<file path="src/rtl/imem_loader.sv">
// Instruction-memory loader: unpacks a header-prefixed byte stream into 32-bit
// words, writes them from address 0 and holds the core until the image is in.
module imem_loader #(
   parameter int ADDR_W = 10,
   parameter int DEPTH  = 1024
) (
   input  logic              clk1,
   input  logic              rst_n,
   input  logic              in_valid,
   input  logic [7:0]        in_data,
   output logic              in_ready,
   input  logic              start,
   output logic              mem_we,
   output logic [ADDR_W-1:0] mem_addr,
   output logic [31:0]       mem_wdata,
   output logic              cpu_hold,
   output logic              done,
   output logic              err,
   output logic [ADDR_W:0]   words_loaded
);

   // state   | meaning
   // HDR_HI  | waiting for word-count byte N[15:8]
   // HDR_LO  | waiting for word-count byte N[7:0]
   // DATA    | packing payload bytes, one write per 4 bytes
   // LAST    | final write on the bus, stream closed, core still held
   // DONE    | image complete, core released
   // ERR     | header count larger than the memory
   typedef enum logic [2:0] {
      S_HDR_HI, S_HDR_LO, S_DATA, S_LAST, S_DONE, S_ERR
   } state_t;

   localparam logic [16:0]     DEPTH_W = 17'(DEPTH);
   localparam logic [ADDR_W:0] ONE_W   = (ADDR_W+1)'(1);

   state_t              r_state;
   logic [15:0]         r_count;
   logic [31:0]         r_asm;
   logic [1:0]          r_byte_cnt;
   logic                r_in_ready;
   logic                r_mem_we;
   logic [ADDR_W-1:0]   r_mem_addr;
   logic [31:0]         r_mem_wdata;
   logic                r_cpu_hold;
   logic                r_done;
   logic                r_err;
   logic [ADDR_W:0]     r_words;

   logic                w_take;
   logic [31:0]         w_word;
   logic [15:0]         w_hdr_n;
   logic                w_last;

   assign w_take  = in_valid && r_in_ready;
   assign w_word  = {r_asm[23:0], in_data};
   assign w_hdr_n = {r_count[15:8], in_data};
   // words_loaded doubles as the next write address; it is the count before this write
   assign w_last  = (17'(r_words) + 17'd1) == {1'b0, r_count};

   always_ff @(posedge clk1 or negedge rst_n) begin
      if (!rst_n) begin
         r_state     <= S_HDR_HI;
         r_count     <= '0;
         r_asm       <= '0;
         r_byte_cnt  <= '0;
         r_in_ready  <= 1'b1;
         r_mem_we    <= 1'b0;
         r_mem_addr  <= '0;
         r_mem_wdata <= '0;
         r_cpu_hold  <= 1'b1;
         r_done      <= 1'b0;
         r_err       <= 1'b0;
         r_words     <= '0;
      end else begin
         r_mem_we <= 1'b0;
         case (r_state)
            S_HDR_HI: begin
               if (w_take) begin
                  r_count[15:8] <= in_data;
                  r_state       <= S_HDR_LO;
               end
            end
            S_HDR_LO: begin
               if (w_take) begin
                  r_count[7:0] <= in_data;
                  if (w_hdr_n == 16'd0) begin
                     r_state    <= S_DONE;
                     r_done     <= 1'b1;
                     r_cpu_hold <= 1'b0;
                     r_in_ready <= 1'b0;
                  end else if ({1'b0, w_hdr_n} > DEPTH_W) begin
                     r_state    <= S_ERR;
                     r_err      <= 1'b1;
                     r_in_ready <= 1'b0;
                  end else begin
                     r_state <= S_DATA;
                  end
               end
            end
            S_DATA: begin
               if (w_take) begin
                  r_asm      <= w_word;
                  r_byte_cnt <= r_byte_cnt + 2'd1;
                  if (r_byte_cnt == 2'd3) begin
                     r_mem_we    <= 1'b1;
                     r_mem_addr  <= r_words[ADDR_W-1:0];
                     r_mem_wdata <= w_word;
                     r_words     <= r_words + ONE_W;
                     if (w_last) begin
                        r_state    <= S_LAST;
                        r_in_ready <= 1'b0;
                     end
                  end
               end
            end
            S_LAST: begin
               r_state    <= S_DONE;
               r_done     <= 1'b1;
               r_cpu_hold <= 1'b0;
            end
            S_DONE, S_ERR: begin
               if (start) begin
                  r_state    <= S_HDR_HI;
                  r_done     <= 1'b0;
                  r_err      <= 1'b0;
                  r_cpu_hold <= 1'b1;
                  r_in_ready <= 1'b1;
                  r_byte_cnt <= '0;
                  r_words    <= '0;
               end
            end
            default: r_state <= S_HDR_HI;
         endcase
      end
   end

   assign in_ready     = r_in_ready;
   assign mem_we       = r_mem_we;
   assign mem_addr     = r_mem_addr;
   assign mem_wdata    = r_mem_wdata;
   assign cpu_hold     = r_cpu_hold;
   assign done         = r_done;
   assign err          = r_err;
   assign words_loaded = r_words;

endmodule

</file>
<file path="config.mk">
export PLATFORM = sky130hd
export DESIGN_NAME = imem_loader
export DESIGN_NICKNAME = d
export VERILOG_FILES = /design/src/rtl/imem_loader.sv
export SDC_FILE = /design/constraint.sdc
export NUM_CORES = 1
export LEC_CHECK = 0
export ABC_AREA = 1
export CAP_MARGIN = 20
export CORE_ASPECT_RATIO = 1.4
export CORE_MARGIN = 8
export CORE_UTILIZATION = 44
export CTS_CLUSTER_SIZE = 40
export DETAILED_ROUTE_END_ITERATION = 16
export MAX_ROUTING_LAYER = met4
export PLACE_DENSITY = 0.74
export SLEW_MARGIN = 25
export SYNTH_ARGS = -nofsm -noshare
export SYNTH_HDL_FRONTEND = slang
export SYNTH_SLANG_ARGS = --single-unit
export TNS_END_PERCENT = 30
</file>
<file path="constraint.sdc">
create_clock -name clk1 -period 1.9 [get_ports clk1]
set_input_delay 0.38 -clock clk1 [delete_from_list [all_inputs] [get_ports clk1]]
set_output_delay 0.38 -clock clk1 [all_outputs]
set_load 0.02 [all_outputs]
</file>
==> results of run 1 <==
timing repair:
item | in CTS | in global routing
cloned | 0 | 0
pin swaps | 0 | 4
endpoints found under the hold margin | 27 | 0
setup endpoints to repair | 2 | 5
buffers inserted | 0 | 0
hold buffers | 1 | 0
gates resized for setup | 4 | 10
power groups by stage:
stage / registers [W] / logic [W] / clock network, W
floorplan: 0.00299 / 0.00129 / 0
CTS: 0.00288 / 0.00227 / 0.00195
global placement: 0.00290 / 0.00219 / 0
finish: 0.00289 / 0.00228 / 0.00192
detailed placement: 0.00292 / 0.00225 / 0
global route: 0.00294 / 0.00260 / 0.00202
final timing paths:
kind / from / to / slack [ns]
hold / removal: in_ready / in_ready / 0.47
setup reg to reg: words_loaded[1] / r_state[0] / 0.06
min in group asynchronous: rst_n / mem_wdata[14] / 0.52
setup / recovery: words_loaded[1] / words_loaded[1] / 0.02
hold reg to reg: in_ready / in_ready / 0.47
max in group asynchronous: rst_n / in_ready / 0.71
logic make-up after synthesis:
logic type,after synthesis,synth area share
buffers and inverters,86,0.0745
AO/OA/AOI/OAI,95,0.112
AND/OR/NAND/NOR,247,0.235
adder cells (fa/ha/maj),2,0.00554
XOR/XNOR,1,0.00194
flip-flops,103,0.571
cell usage in the layout, fill, tap and decap left out, types with 2 or more instances in the layout:
cell type	count
sky130_fd_sc_hd__nand2_1	174
sky130_fd_sc_hd__dfrtp_1	101
sky130_fd_sc_hd__inv_1	65
sky130_fd_sc_hd__clkdlybuf4s50_1	65
sky130_fd_sc_hd__o21ai_0	51
sky130_fd_sc_hd__buf_4	32
sky130_fd_sc_hd__nand3_1	30
sky130_fd_sc_hd__o21ai_1	26
sky130_fd_sc_hd__nor2_1	21
sky130_fd_sc_hd__clkbuf_16	9
sky130_fd_sc_hd__o22ai_1	8
sky130_fd_sc_hd__nand4_1	5
sky130_fd_sc_hd__inv_2	4
sky130_fd_sc_hd__buf_12	4
sky130_fd_sc_hd__nor2_2	3
sky130_fd_sc_hd__nor2_8	3
sky130_fd_sc_hd__nand2_2	3
sky130_fd_sc_hd__inv_6	3
sky130_fd_sc_hd__dlymetal6s2s_1	3
sky130_fd_sc_hd__nor2_4	2
sky130_fd_sc_hd__a31oi_1	2
sky130_fd_sc_hd__nand2_4	2
sky130_fd_sc_hd__nand3b_1	2
sky130_fd_sc_hd__a21oi_1	2
sky130_fd_sc_hd__clkinvlp_4	2
sky130_fd_sc_hd__dfstp_2	2
through the flow:
stage | std cells | utilization
finish | 777 | 0.588
global route | 777 | 0.588
CTS | 777 | 0.585
detailed placement | 760 | 0.552
global placement | 760 | 0.552
floorplan | 534 | -
state kept, by name (all words and copies together) (netlist names), 2 cells and up:
register,count
mem_wdata,32
r_asm,24
r_count,16
words_loaded,11
mem_addr,10
r_state,3
r_byte_cnt,2
worst min-delay path, cell delays in order, from the launching register on:
cell and delay, ns:
sky130_fd_sc_hd__dfstp_2 0.38, sky130_fd_sc_hd__nand2_1 0.06, sky130_fd_sc_hd__nand2_1 0.04
final cells by class:
| type | instances | area [um2] | area share |
|---|---|---|---|
| Sequential cell | 103 | 2580 | 0.431 |
| Multi-Input combinational cell | 345 | 1640 | 0.273 |
| Timing Repair Buffer | 106 | 1030 | 0.172 |
| Inverter | 69 | 259 | 0.0432 |
| Clock buffer | 9 | 225 | 0.0376 |
| Tap cell | 138 | 173 | 0.0288 |
| Clock inverter | 7 | 87.6 | 0.0146 |
per-layer routing:
layer  part of all wire  wire, um
met5                  0         0
met4              0.027       298
met3              0.034       376
met2               0.52      5860
met1               0.42      4670
==> impl_metrics.prom, run 1 <==
# TYPE chip_impl_metric gauge
chip_impl_metric{name="post-place-ws",unit="ns"} -0.0512
chip_impl_metric{name="synth_enable_flop_cells",unit=""} 0
chip_impl_metric{name="routed_wl",unit="um"} 11200
chip_impl_metric{name="netlist_area",unit="um2"} 4520
chip_impl_metric{name="total_power",unit="W"} 0.00710
chip_impl_info{name="crit_path_start_kind",value="flop"} 1
chip_impl_metric{name="grt_max_degree",unit=""} 58
chip_impl_metric{name="netlist-cell-type-count",unit=""} 32
chip_impl_metric{name="synth-warning-count",unit=""} 0
chip_impl_metric{name="nFillCells",unit=""} 901
chip_impl_metric{name="detail_route.wl_per_cell",unit="um"} 14.4
chip_impl_metric{name="critPathMaxFanout",unit=""} 4
chip_impl_metric{name="antenna-diode-count",unit=""} 0
chip_impl_metric{name="maxClockFrequency",unit="MHz"} 531
chip_impl_metric{name="reg2regPathDepth",unit=""} 14
chip_impl_info{name="netlist.top_cell.by_area",value="sky130_fd_sc_hd__dfrtp_1"} 1
chip_impl_metric{name="initial_antenna_violation_count",unit=""} 0
chip_impl_metric{name="drt_first_pass_iters",unit=""} 4
chip_impl_metric{name="clock_latency",unit="ns"} 0.35
chip_impl_metric{name="global_route_wire_length_before_repair",unit="um"} 18500
chip_impl_metric{name="timing.final.crit_share",unit=""} 0.991
chip_impl_metric{name="power.share.clock",unit=""} 0.271
chip_impl_info{name="globalRoute.busiestLayer",value="met2"} 1
chip_impl_info{name="tritoncts_clock_tree",value="yes"} 1
chip_impl_metric{name="gp_weighted_congestion",unit=""} 0.920
chip_impl_info{name="synth_flop_cell",value="sky130_fd_sc_hd__dfrtp_1"} 1
chip_impl_metric{name="worstSetupPathDepth",unit=""} 2
chip_impl_info{name="hold_path_class",value="reg -> reg"} 1
chip_impl_info{name="synth_most_common_cell",value="sky130_fd_sc_hd__nand2_1"} 1
chip_impl_metric{name="power_leakage",unit="nW"} 3.01
chip_impl_metric{name="core_area",unit="um2"} 10200
chip_impl_metric{name="grt_resource_usage_total",unit=""} 0.176
chip_impl_metric{name="final_antenna_net_count",unit=""} 0
chip_impl_metric{name="grt-ovfl-total",unit=""} 0
chip_impl_metric{name="final-max-slew-violation-count",unit=""} 0
chip_impl_metric{name="netSwitchingFraction",unit=""} 0.361
chip_impl_metric{name="initial_core_util",unit=""} 0.444
chip_impl_metric{name="top_level_ports",unit=""} 70
chip_impl_info{name="rsz0062_at_grt",value="yes"} 1
chip_impl_metric{name="cts_htree_levels",unit=""} 3
chip_impl_metric{name="slew-limit-headroom",unit=""} 0.726
chip_impl_metric{name="worst-path-buf-inv",unit=""} 2
chip_impl_metric{name="gr-usage-met2",unit=""} 0.304
chip_impl_metric{name="p_int",unit="W"} 0.00453
chip_impl_metric{name="die-width",unit="um"} 102
chip_impl_metric{name="first_iter_violations",unit=""} 196
chip_impl_metric{name="net-switching-power",unit="W"} 0.00256
chip_impl_metric{name="data_arrival_time_of_the_critical_path",unit="ns"} 1.50
chip_impl_info{name="timing.critical_path.cells",value="buf_4, clkdlybuf4s50_1"} 1
chip_impl_metric{name="hold_path_depth",unit=""} 2
chip_impl_metric{name="global_route.usage.met1",unit=""} 0.192
chip_impl_metric{name="combinationalPowerShare",unit=""} 0.321
chip_impl_metric{name="numCtsBuffers",unit=""} 9
chip_impl_metric{name="drive_gt1_frac",unit=""} 0.116
chip_impl_metric{name="detailed_place_hpwl",unit="um"} 8280
chip_impl_metric{name="final_period_demand_of_the_worst_path",unit="ns"} 1.88
chip_impl_metric{name="worst_clock_skew",unit="ns"} 0.00868
chip_impl_metric{name="die_h",unit="um"} 136
chip_impl_metric{name="finalInstanceArea",unit="um2"} 5990
chip_impl_metric{name="use_met3",unit=""} 0.0287
chip_impl_info{name="slowest_stage",value="sky130_fd_sc_hd__clkdlybuf4s50_1"} 1
chip_impl_metric{name="post-synth-top-area-fraction",unit=""} 0.559
chip_impl_metric{name="cpPeakStageDelay",unit="ns"} 0.60
chip_impl_info{name="worstSetupEndpointType",value="output port"} 1
chip_impl_metric{name="setup_viol_count_final",unit=""} 0
chip_impl_info{name="criticalPathCategory",value="reg -> out"} 1
chip_impl_info{name="path_delay_family",value="buffers and inverters"} 1
chip_impl_metric{name="residual_drc",unit=""} 0
chip_impl_metric{name="die-area",unit="um2"} 13800
chip_impl_metric{name="total_placed_instance_area",unit="um2"} 5620
chip_impl_metric{name="post_drt_via_cell_ratio",unit=""} 4.97
chip_impl_info{name="run_status",value="completed"} 1
chip_impl_metric{name="first_global_vias",unit=""} 3845
chip_impl_metric{name="synth_nets",unit=""} 548
chip_impl_metric{name="io_buffer_count",unit=""} 69
chip_impl_metric{name="cap_violations",unit=""} 0
chip_impl_metric{name="via_count",unit=""} 3864
chip_impl_metric{name="synth_async_sr_flop_share",unit=""} 1.00
chip_impl_info{name="synthTopCellsByCount",value="sky130_fd_sc_hd__nand2_1 (175), sky130_fd_sc_hd__dfrtp_1 (101), sky130_fd_sc_hd__inv_1 (66), sky130_fd_sc_hd__o21ai_0 (52), sky130_fd_sc_hd__nand3_1 (30)"} 1
chip_impl_info{name="cts_root_buffer",value="sky130_fd_sc_hd__clkbuf_16"} 1
chip_impl_metric{name="postSynthCellCount",unit=""} 534
chip_impl_metric{name="part_of_the_yosys_area_used_for_sequential_elements",unit=""} 0.571
chip_impl_metric{name="mean_instance_size_in_the_synthesized_netlist",unit="um2"} 8.46
chip_impl_metric{name="finalNetCount",unit=""} 648
chip_impl_metric{name="number_of_synthesized_register_bits",unit=""} 103
chip_impl_metric{name="cts_buffer_depth",unit=""} 2
chip_impl_metric{name="cellPowerDensity",unit="nW/um2"} 1180
chip_impl_info{name="post_synth_main_area_contributors",value="sky130_fd_sc_hd__dfrtp_1 (56%), sky130_fd_sc_hd__nand2_1 (15%), sky130_fd_sc_hd__o21ai_0 (5.8%)"} 1
chip_impl_metric{name="seqPwrFrac",unit=""} 0.408
chip_impl_metric{name="finalSetupTns",unit="ns"} 0
chip_impl_metric{name="critical_path_required",unit="ns"} 1.52
chip_impl_metric{name="pin_slew_with_the_least_headroom_to_its_limit",unit="ns"} 0.411
chip_impl_metric{name="fin_hold_ws",unit="ns"} 0.471
chip_impl_metric{name="tritoncts_num_sinks",unit=""} 103
chip_impl_metric{name="ir_worst_vdd",unit="mV"} 0.532
chip_impl_metric{name="final_hold_vio_count",unit=""} 0
chip_impl_metric{name="setup_ws",unit="ns"} 0.0174
chip_impl_metric{name="core.rowCount",unit=""} 44
chip_impl_metric{name="worst_setup_hold_path_clk_slew",unit="ns"} 0.08
chip_impl_metric{name="area_growth",unit="%"} 32.5
(Power assumes the default switching activity.)
==> run 2, diff against run 1 <==
--- a/config.mk
+++ b/config.mk
@@ -5,15 +5,16 @@
 export SDC_FILE = /design/constraint.sdc
 export NUM_CORES = 1
 export LEC_CHECK = 0
-export ABC_AREA = 1
 export CAP_MARGIN = 20
+export CELL_PAD_IN_SITES_DETAIL_PLACEMENT = 1
+export CELL_PAD_IN_SITES_GLOBAL_PLACEMENT = 1
 export CORE_ASPECT_RATIO = 1.4
 export CORE_MARGIN = 8
-export CORE_UTILIZATION = 44
+export CORE_UTILIZATION = 42
 export CTS_CLUSTER_SIZE = 40
 export DETAILED_ROUTE_END_ITERATION = 16
 export MAX_ROUTING_LAYER = met4
-export PLACE_DENSITY = 0.74
+export PLACE_DENSITY = 0.87
 export SLEW_MARGIN = 25
 export SYNTH_ARGS = -nofsm -noshare
 export SYNTH_HDL_FRONTEND = slang
==> impl_metrics.prom, run 2 <==
# TYPE chip_impl_metric gauge
chip_impl_metric{name="die_h",unit="um"} 140
chip_impl_metric{name="setup_ws",unit="ns"} -0.129
chip_impl_metric{name="final_period_demand_of_the_worst_path",unit="ns"} 2.03
chip_impl_metric{name="final-max-slew-violation-count",unit=""} 0
chip_impl_info{name="layout.cells.most_common",value="sky130_fd_sc_hd__nand2_1"} 1
chip_impl_metric{name="netlist_area",unit="um2"} 4580
chip_impl_metric{name="postSynthCellCount",unit=""} 452
chip_impl_metric{name="mean_instance_size_in_the_synthesized_netlist",unit="um2"} 10.1
chip_impl_metric{name="maxClockFrequency",unit="MHz"} 493
chip_impl_metric{name="final_antenna_net_count",unit=""} 0
chip_impl_metric{name="setup_viol_count_final",unit=""} 2
chip_impl_metric{name="antenna-diode-count",unit=""} 0
chip_impl_metric{name="finalSetupTns",unit="ns"} -0.197
chip_impl_metric{name="ir_worst_vdd",unit="mV"} 0.623
chip_impl_metric{name="detail_route.wl_per_cell",unit="um"} 20.9
chip_impl_metric{name="via_count",unit=""} 3941
chip_impl_metric{name="tritoncts_num_sinks",unit=""} 103
chip_impl_metric{name="critPathMaxFanout",unit=""} 6
chip_impl_metric{name="synth_enable_flop_cells",unit=""} 0
chip_impl_metric{name="worst_clock_skew",unit="ns"} 0.00849
chip_impl_info{name="synthTopCellsByCount",value="sky130_fd_sc_hd__nand2_1 (162), sky130_fd_sc_hd__dfrtp_1 (101), sky130_fd_sc_hd__mux2_2 (39), sky130_fd_sc_hd__o21ai_0 (14), sky130_fd_sc_hd__clkbuf_1 (13)"} 1
chip_impl_metric{name="synth_nets",unit=""} 466
chip_impl_metric{name="part_of_the_yosys_area_used_for_sequential_elements",unit=""} 0.563
chip_impl_metric{name="netlist-cell-type-count",unit=""} 51
chip_impl_metric{name="cellPowerDensity",unit="nW/um2"} 665
chip_impl_info{name="rsz0062_at_grt",value="yes"} 1
chip_impl_info{name="cts_root_buffer",value="sky130_fd_sc_hd__clkbuf_16"} 1
chip_impl_metric{name="timing.final.crit_share",unit=""} 1.07
chip_impl_metric{name="die-width",unit="um"} 104
chip_impl_info{name="failed_checks",value="setup timing"} 1
chip_impl_metric{name="grt_resource_usage_total",unit=""} 0.216
chip_impl_metric{name="first_global_vias",unit=""} 4599
chip_impl_metric{name="grt_max_degree",unit=""} 29
chip_impl_metric{name="pin_slew_with_the_least_headroom_to_its_limit",unit="ns"} 0.463
chip_impl_metric{name="register_area",unit="um2"} 2590
chip_impl_info{name="criticalPathCategory",value="reg -> reg"} 1
chip_impl_metric{name="gp_weighted_congestion",unit=""} 0.900
chip_impl_metric{name="first_iter_violations",unit=""} 156
chip_impl_metric{name="die-area",unit="um2"} 14600
chip_impl_info{name="tritoncts_clock_tree",value="yes"} 1
chip_impl_metric{name="cts_htree_levels",unit=""} 3
chip_impl_metric{name="routed_wl",unit="um"} 15000
chip_impl_metric{name="io_buffer_count",unit=""} 69
chip_impl_metric{name="global_route_wire_length_before_repair",unit="um"} 24300
chip_impl_metric{name="power_leakage",unit="nW"} 3.14
chip_impl_metric{name="largest_reg_flops",unit=""} 32
chip_impl_metric{name="core.rowCount",unit=""} 45
chip_impl_metric{name="critical_path_required",unit="ns"} 2.18
chip_impl_info{name="layout.cells.most_common_list",value="sky130_fd_sc_hd__nand2_1 (162), sky130_fd_sc_hd__dfrtp_1 (94), sky130_fd_sc_hd__clkdlybuf4s50_1 (54)"} 1
chip_impl_metric{name="final_core_utilization",unit=""} 0.588
chip_impl_metric{name="synth-warning-count",unit=""} 0
chip_impl_info{name="synth_most_common_cell",value="sky130_fd_sc_hd__nand2_1"} 1
chip_impl_metric{name="post_drt_via_cell_ratio",unit=""} 5.49
chip_impl_info{name="worstSetupEndpointType",value="flop"} 1
chip_impl_metric{name="detailed_place_hpwl",unit="um"} 10600
chip_impl_metric{name="drt_first_pass_iters",unit=""} 4
chip_impl_metric{name="number_of_synthesized_register_bits",unit=""} 103
chip_impl_metric{name="core_area",unit="um2"} 10800
chip_impl_metric{name="area_growth",unit="%"} 37.9
chip_impl_metric{name="finalNetCount",unit=""} 586
chip_impl_metric{name="synth_async_sr_flop_share",unit=""} 1.00
chip_impl_metric{name="slew-limit-headroom",unit=""} 0.691
chip_impl_info{name="netlist.top_cell.by_area",value="sky130_fd_sc_hd__dfrtp_1"} 1
chip_impl_info{name="synth_flop_cell",value="sky130_fd_sc_hd__dfrtp_1"} 1
chip_impl_metric{name="top_level_ports",unit=""} 70
chip_impl_metric{name="worst_setup_hold_path_clk_slew",unit="ns"} 0.08
chip_impl_info{name="run_status",value="finished with violations"} 1
chip_impl_metric{name="numCtsBuffers",unit=""} 9
chip_impl_metric{name="residual_drc",unit=""} 0
chip_impl_metric{name="clock_latency",unit="ns"} 0.36
chip_impl_metric{name="final_hold_vio_count",unit=""} 0
chip_impl_metric{name="initial_core_util",unit=""} 0.426
chip_impl_metric{name="post-synth-top-area-fraction",unit=""} 0.551
chip_impl_info{name="hold_path_class",value="in -> reg"} 1
chip_impl_metric{name="area_occupied_by_multi_input_gates",unit="um2"} 1930
chip_impl_metric{name="nFillCells",unit=""} 1152
chip_impl_metric{name="grt-ovfl-total",unit=""} 0
chip_impl_info{name="crit_path_start_kind",value="flop"} 1
chip_impl_metric{name="drive_gt1_frac",unit=""} 0.253
chip_impl_metric{name="initial_antenna_violation_count",unit=""} 0
chip_impl_metric{name="data_arrival_time_of_the_critical_path",unit="ns"} 2.31
chip_impl_metric{name="cap_violations",unit=""} 0
chip_impl_metric{name="cts_buffer_depth",unit=""} 2
chip_impl_info{name="post_synth_main_area_contributors",value="sky130_fd_sc_hd__dfrtp_1 (55%), sky130_fd_sc_hd__nand2_1 (13%), sky130_fd_sc_hd__mux2_2 (9.6%)"} 1
[run 2: changes by cell type in the layout (fill, tap and decap cells not counted), moves of 11 or more]
cell                              before  now
sky130_fd_sc_hd__clkdlybuf4s50_1      65   54
sky130_fd_sc_hd__buf_4                32   53
sky130_fd_sc_hd__nand2_1             174  162
sky130_fd_sc_hd__inv_1                65    7
sky130_fd_sc_hd__nor2_1               21    7
sky130_fd_sc_hd__o21ai_0              51   14
sky130_fd_sc_hd__o21ai_1              26    0
sky130_fd_sc_hd__nand3_1              30    4
sky130_fd_sc_hd__mux2_2                0   39
[run 2: worst max-delay path: stages, from the launching register on]
cell	delay [ns]
sky130_fd_sc_hd__dfrtp_2	0.46
sky130_fd_sc_hd__ha_4	0.20
sky130_fd_sc_hd__and4_4	0.15
sky130_fd_sc_hd__xnor2_1	0.13
sky130_fd_sc_hd__or4_1	0.51
sky130_fd_sc_hd__o221ai_2	0.09
sky130_fd_sc_hd__a31oi_2	0.13
sky130_fd_sc_hd__a211o_1	0.29
[run 2: layer usage]
| layer | global-route usage | wire (um) |
|---|---|---|
| met1 | 0.218 | 5820 |
| met2 | 0.378 | 8000 |
| met3 | 0.0494 | 565 |
| met4 | 0.115 | 595 |
| met5 | - | 0 |
[run 2: power by group]
| group | internal, W | leakage, nW | switching (W) | total [W] |
|---|---|---|---|---|
| sequential | 0.00219 | 1.41 | 0.000000419 | 0.00219 |
| clock | 0.000932 | 0.143 | 0.000943 | 0.00188 |
| combinational | 0.0000534 | 1.59 | 0.0000848 | 0.000138 |
| total | 0.00318 | 3.14 | 0.00103 | 0.00420 |
[run 2: area by class of cell]
class                   count  share of cell area
repair buffers            133               0.205
well taps                 141              0.0279
clock buffers               9              0.0356
inverters                   8             0.00475
flip-flops and latches    103               0.410
clock inverters             7              0.0115
multi-input cells         317               0.305
[run 2: path summary, 6_finish.rpt]
| path | startpoint | endpoint | slack (ns) | cells after the start |
|---|---|---|---|---|
| setup / recovery | words_loaded[0] | in_ready | -0.13 | 7 |
| max in group asynchronous | rst_n | words_loaded[0] | 0.85 | 3 |
| min in group asynchronous | rst_n | mem_wdata[2] | 0.51 | 2 |
| hold / removal | in_data[7] | mem_wdata[7] | 0.46 | 4 |
| hold reg to reg | r_asm[18] | mem_wdata[26] | 0.47 | 2 |
| setup reg to reg | words_loaded[0] | in_ready | -0.13 | 7 |
[run 2: kinds of logic (layout without fill, tap and decap cells)]
group	after synthesis	count (layout)	share of synthesized area
buffers and inverters	32	157	0.0314
muxes	41	41	0.100
adders and majority gates	2	2	0.00546
xor gates and xnor gates	10	10	0.0191
AOI/OAI and AO/OA	50	50	0.0759
and+or+nand+nor	214	214	0.205
DFF	103	103	0.563
[run 2: repair_timing]
action                     4_1_cts  5_1_grt
setup endpoints to repair       13       18
hold buffers                     1        0
hold endpoints to repair        23        0
pin swaps                        5        8
buffers inserted                 1        3
gates resized for setup         15       10
[run 2: stage by stage]
stage               hold slack [ns]  cell area, um2  worst slack [ns]  power [W]  cells
global route                  0.466            6320            -0.194    0.00432    718
global placement              0.347            5930            -0.250    0.00236    697
CTS                           0.477            6260            -0.116    0.00424    715
floorplan                    0.0844            4610           -0.0423    0.00225    452
detailed placement            0.361            5930            -0.381    0.00237    697
finish                        0.460            6320            -0.129    0.00420    718
==> run 3, diff against run 2 <==
--- a/config.mk
+++ b/config.mk
@@ -11,10 +11,12 @@
 export CORE_ASPECT_RATIO = 1.4
 export CORE_MARGIN = 8
 export CORE_UTILIZATION = 42
+export CTS_CLUSTER_DIAMETER = 60
 export CTS_CLUSTER_SIZE = 40
 export DETAILED_ROUTE_END_ITERATION = 16
+export GPL_ROUTABILITY_DRIVEN = 0
 export MAX_ROUTING_LAYER = met4
-export PLACE_DENSITY = 0.87
+export PLACE_DENSITY_LB_ADDON = 0.15
 export SLEW_MARGIN = 25
 export SYNTH_ARGS = -nofsm -noshare
 export SYNTH_HDL_FRONTEND = slang
==> impl_metrics.prom, run 3 (same netlist as run 2, synthesis figures left out) <==
# TYPE chip_impl_metric gauge
chip_impl_metric{name="worst_setup_hold_path_clk_slew",unit="ns"} 0.07
chip_impl_metric{name="pin_slew_with_the_least_headroom_to_its_limit",unit="ns"} 0.463
chip_impl_metric{name="setup_viol_count_final",unit=""} 1
chip_impl_metric{name="netSwitchingFraction",unit=""} 0.226
chip_impl_metric{name="critPathMaxFanout",unit=""} 4
chip_impl_metric{name="ir_worst_vdd",unit="mV"} 0.474
chip_impl_info{name="timing.critical_path.cells",value="buf_4, nand3_4, o21a_2, or3_1, a22oi_2, a31oi_4, a211o_1"} 1
chip_impl_metric{name="drt_first_pass_iters",unit=""} 4
chip_impl_metric{name="fin_hold_ws",unit="ns"} 0.472
chip_impl_metric{name="initial_antenna_violation_count",unit=""} 0
chip_impl_metric{name="area_occupied_by_multi_input_gates",unit="um2"} 2000
chip_impl_metric{name="die_h",unit="um"} 140
chip_impl_metric{name="cts_htree_levels",unit=""} 3
chip_impl_info{name="tritoncts_clock_tree",value="yes"} 1
chip_impl_metric{name="cts_buffer_depth",unit=""} 2
chip_impl_metric{name="top_level_ports",unit=""} 70
chip_impl_metric{name="data_arrival_time_of_the_critical_path",unit="ns"} 2.26
chip_impl_info{name="crit_path_start_kind",value="flop"} 1
chip_impl_metric{name="grt-ovfl-total",unit=""} 0
chip_impl_metric{name="power.share.clock",unit=""} 0.433
chip_impl_metric{name="grt_resource_usage_total",unit=""} 0.193
chip_impl_metric{name="numCtsBuffers",unit=""} 9
chip_impl_metric{name="first_global_vias",unit=""} 4293
chip_impl_info{name="worstSetupEndpointType",value="flop"} 1
chip_impl_info{name="failed_checks",value="setup timing"} 1
chip_impl_metric{name="instances_no_fill",unit=""} 719
chip_impl_metric{name="critical_path_required",unit="ns"} 2.17
chip_impl_metric{name="net-switching-power",unit="W"} 0.000926
chip_impl_metric{name="slew-limit-headroom",unit=""} 0.691
chip_impl_metric{name="io_buffer_count",unit=""} 69
chip_impl_metric{name="finalNetCount",unit=""} 587
chip_impl_metric{name="tritoncts_num_sinks",unit=""} 103
chip_impl_metric{name="cap_violations",unit=""} 0
chip_impl_metric{name="global_route_wire_length_before_repair",unit="um"} 22200
chip_impl_metric{name="routed_wl",unit="um"} 13300
chip_impl_metric{name="combinationalPowerShare",unit=""} 0.032
chip_impl_metric{name="finalSetupTns",unit="ns"} -0.0931
chip_impl_metric{name="power_leakage",unit="nW"} 3.10
chip_impl_info{name="layout.cells.most_common",value="sky130_fd_sc_hd__nand2_1"} 1
chip_impl_info{name="cts_root_buffer",value="sky130_fd_sc_hd__clkbuf_16"} 1
chip_impl_metric{name="clock_latency",unit="ns"} 0.35
chip_impl_metric{name="setup_ws",unit="ns"} -0.0931
chip_impl_metric{name="maxClockFrequency",unit="MHz"} 502
chip_impl_metric{name="area_growth",unit="%"} 37.6
chip_impl_metric{name="antenna-diode-count",unit=""} 0
chip_impl_metric{name="p_int",unit="W"} 0.00318
chip_impl_metric{name="finalInstanceArea",unit="um2"} 6310
chip_impl_metric{name="worst_clock_skew",unit="ns"} 0.00709
chip_impl_metric{name="timing.final.crit_share",unit=""} 1.05
chip_impl_metric{name="grt_max_degree",unit=""} 36
chip_impl_info{name="hold_path_class",value="reg -> reg"} 1
chip_impl_metric{name="final-max-slew-violation-count",unit=""} 0
chip_impl_metric{name="via_count",unit=""} 3801
chip_impl_metric{name="placedCellCount",unit=""} 699
chip_impl_metric{name="register_area",unit="um2"} 2590
chip_impl_info{name="layout.cells.most_common_list",value="sky130_fd_sc_hd__nand2_1 (162), sky130_fd_sc_hd__dfrtp_1 (94), sky130_fd_sc_hd__buf_4 (59)"} 1
chip_impl_metric{name="post_drt_via_cell_ratio",unit=""} 5.29
chip_impl_info{name="rsz0062_at_grt",value="yes"} 1
chip_impl_metric{name="final_antenna_net_count",unit=""} 0
chip_impl_metric{name="detailed_place_hpwl",unit="um"} 9820
chip_impl_metric{name="drive_gt1_frac",unit=""} 0.265
chip_impl_metric{name="cellPowerDensity",unit="nW/um2"} 650
chip_impl_metric{name="total_placed_instance_area",unit="um2"} 5870
chip_impl_metric{name="core_area",unit="um2"} 10800
chip_impl_metric{name="seqPwrFrac",unit=""} 0.535
chip_impl_metric{name="final_hold_vio_count",unit=""} 0
chip_impl_metric{name="first_iter_violations",unit=""} 101
chip_impl_metric{name="nFillCells",unit=""} 1181
chip_impl_info{name="criticalPathCategory",value="reg -> reg"} 1
chip_impl_metric{name="largest_reg_flops",unit=""} 32
chip_impl_info{name="run_status",value="finished with violations"} 1
chip_impl_info{name="slowest_stage",value="sky130_fd_sc_hd__dfrtp_2"} 1
chip_impl_metric{name="detail_route.wl_per_cell",unit="um"} 18.5
chip_impl_metric{name="core.rowCount",unit=""} 45
chip_impl_metric{name="final_period_demand_of_the_worst_path",unit="ns"} 1.99
chip_impl_metric{name="residual_drc",unit=""} 0
chip_impl_metric{name="die-width",unit="um"} 104
chip_impl_metric{name="initial_core_util",unit=""} 0.426
chip_impl_metric{name="die-area",unit="um2"} 14600
chip_impl_metric{name="cpPeakStageDelay",unit="ns"} 0.40
## run 3: changes by cell type in the layout (fill, tap and decap cells not counted), sizes merged
cell,before,now
buf,64,66
clkbuf,9,11
inv,11,9
clkdlybuf4s50,54,55
dlygate4sd2,10,9
dlymetal6s2s,4,3
## run 3: layout make-up
type / count / area share
tap: 141 / 0.0280
multi-input combinational: 317 / 0.316
clock inverter: 5 / 0.00615
timing repair buffer: 134 / 0.196
inverter: 8 / 0.00476
clock buffer: 11 / 0.0385
sequential: 103 / 0.411
## run 3: power groups by stage
| stage | clock network (W) | registers, W | logic [W] |
|---|---|---|---|
| after floorplan | 0 | 0.00224 | 0.0000109 |
| after global placement | 0 | 0.00224 | 0.000124 |
| after detailed placement | 0 | 0.00224 | 0.000128 |
| after CTS | 0.00182 | 0.00219 | 0.000132 |
| after global routing | 0.00191 | 0.00219 | 0.000145 |
| final | 0.00178 | 0.00219 | 0.000131 |
## run 3: worst max-delay path: cells and delay by family, from the launching register on
kind,cells,cell delay (ns)
and+or+nand+nor,2,0.47
DFF,1,0.40
buffers and inverters,1,0.16
AOI/OAI and AO/OA,4,0.87
## run 3: final timing paths
path | from | to | slack (ns) | depth (start not counted)
max in group asynchronous | rst_n | mem_wdata[26] | 0.66 | 3
min | r_asm[19] | mem_wdata[27] | 0.47 | 2
min reg2reg | r_asm[19] | mem_wdata[27] | 0.47 | 2
max reg2reg | words_loaded[1] | in_ready | -0.09 | 7
max | words_loaded[1] | in_ready | -0.09 | 7
min in group asynchronous | rst_n | words_loaded[5] | 0.53 | 2
## run 3: timing repair
item                                    in CTS  in global routing
setup buffers                                0                  3
hold buffers                                 1                  0
hold endpoints to repair                    19                  0
gates resized for setup                     17                 20
endpoints found under the setup margin      14                 35
pin swaps                                    2                  6
## run 3: stage by stage
stage	total power (W)	worst slack, ns	util
final	0.00410	-0.0931	0.586
after global routing	0.00425	-0.163	0.586
after CTS	0.00415	-0.0798	0.575
after detailed placement	0.00236	-0.509	0.546
after global placement	0.00236	-0.377	0.546
after floorplan	0.00225	-0.0423	-
## run 3: routing by layer
metal  share of wire  vias to the layer above  track usage  wire [um]
met5               0                        -            -          0
met4           0.025                        0       0.0735        337
met3           0.030                       27       0.0347        401
met2            0.54                       80        0.343       7240
met1            0.40                     1931        0.208       5360
li1                -                     1763            -          -
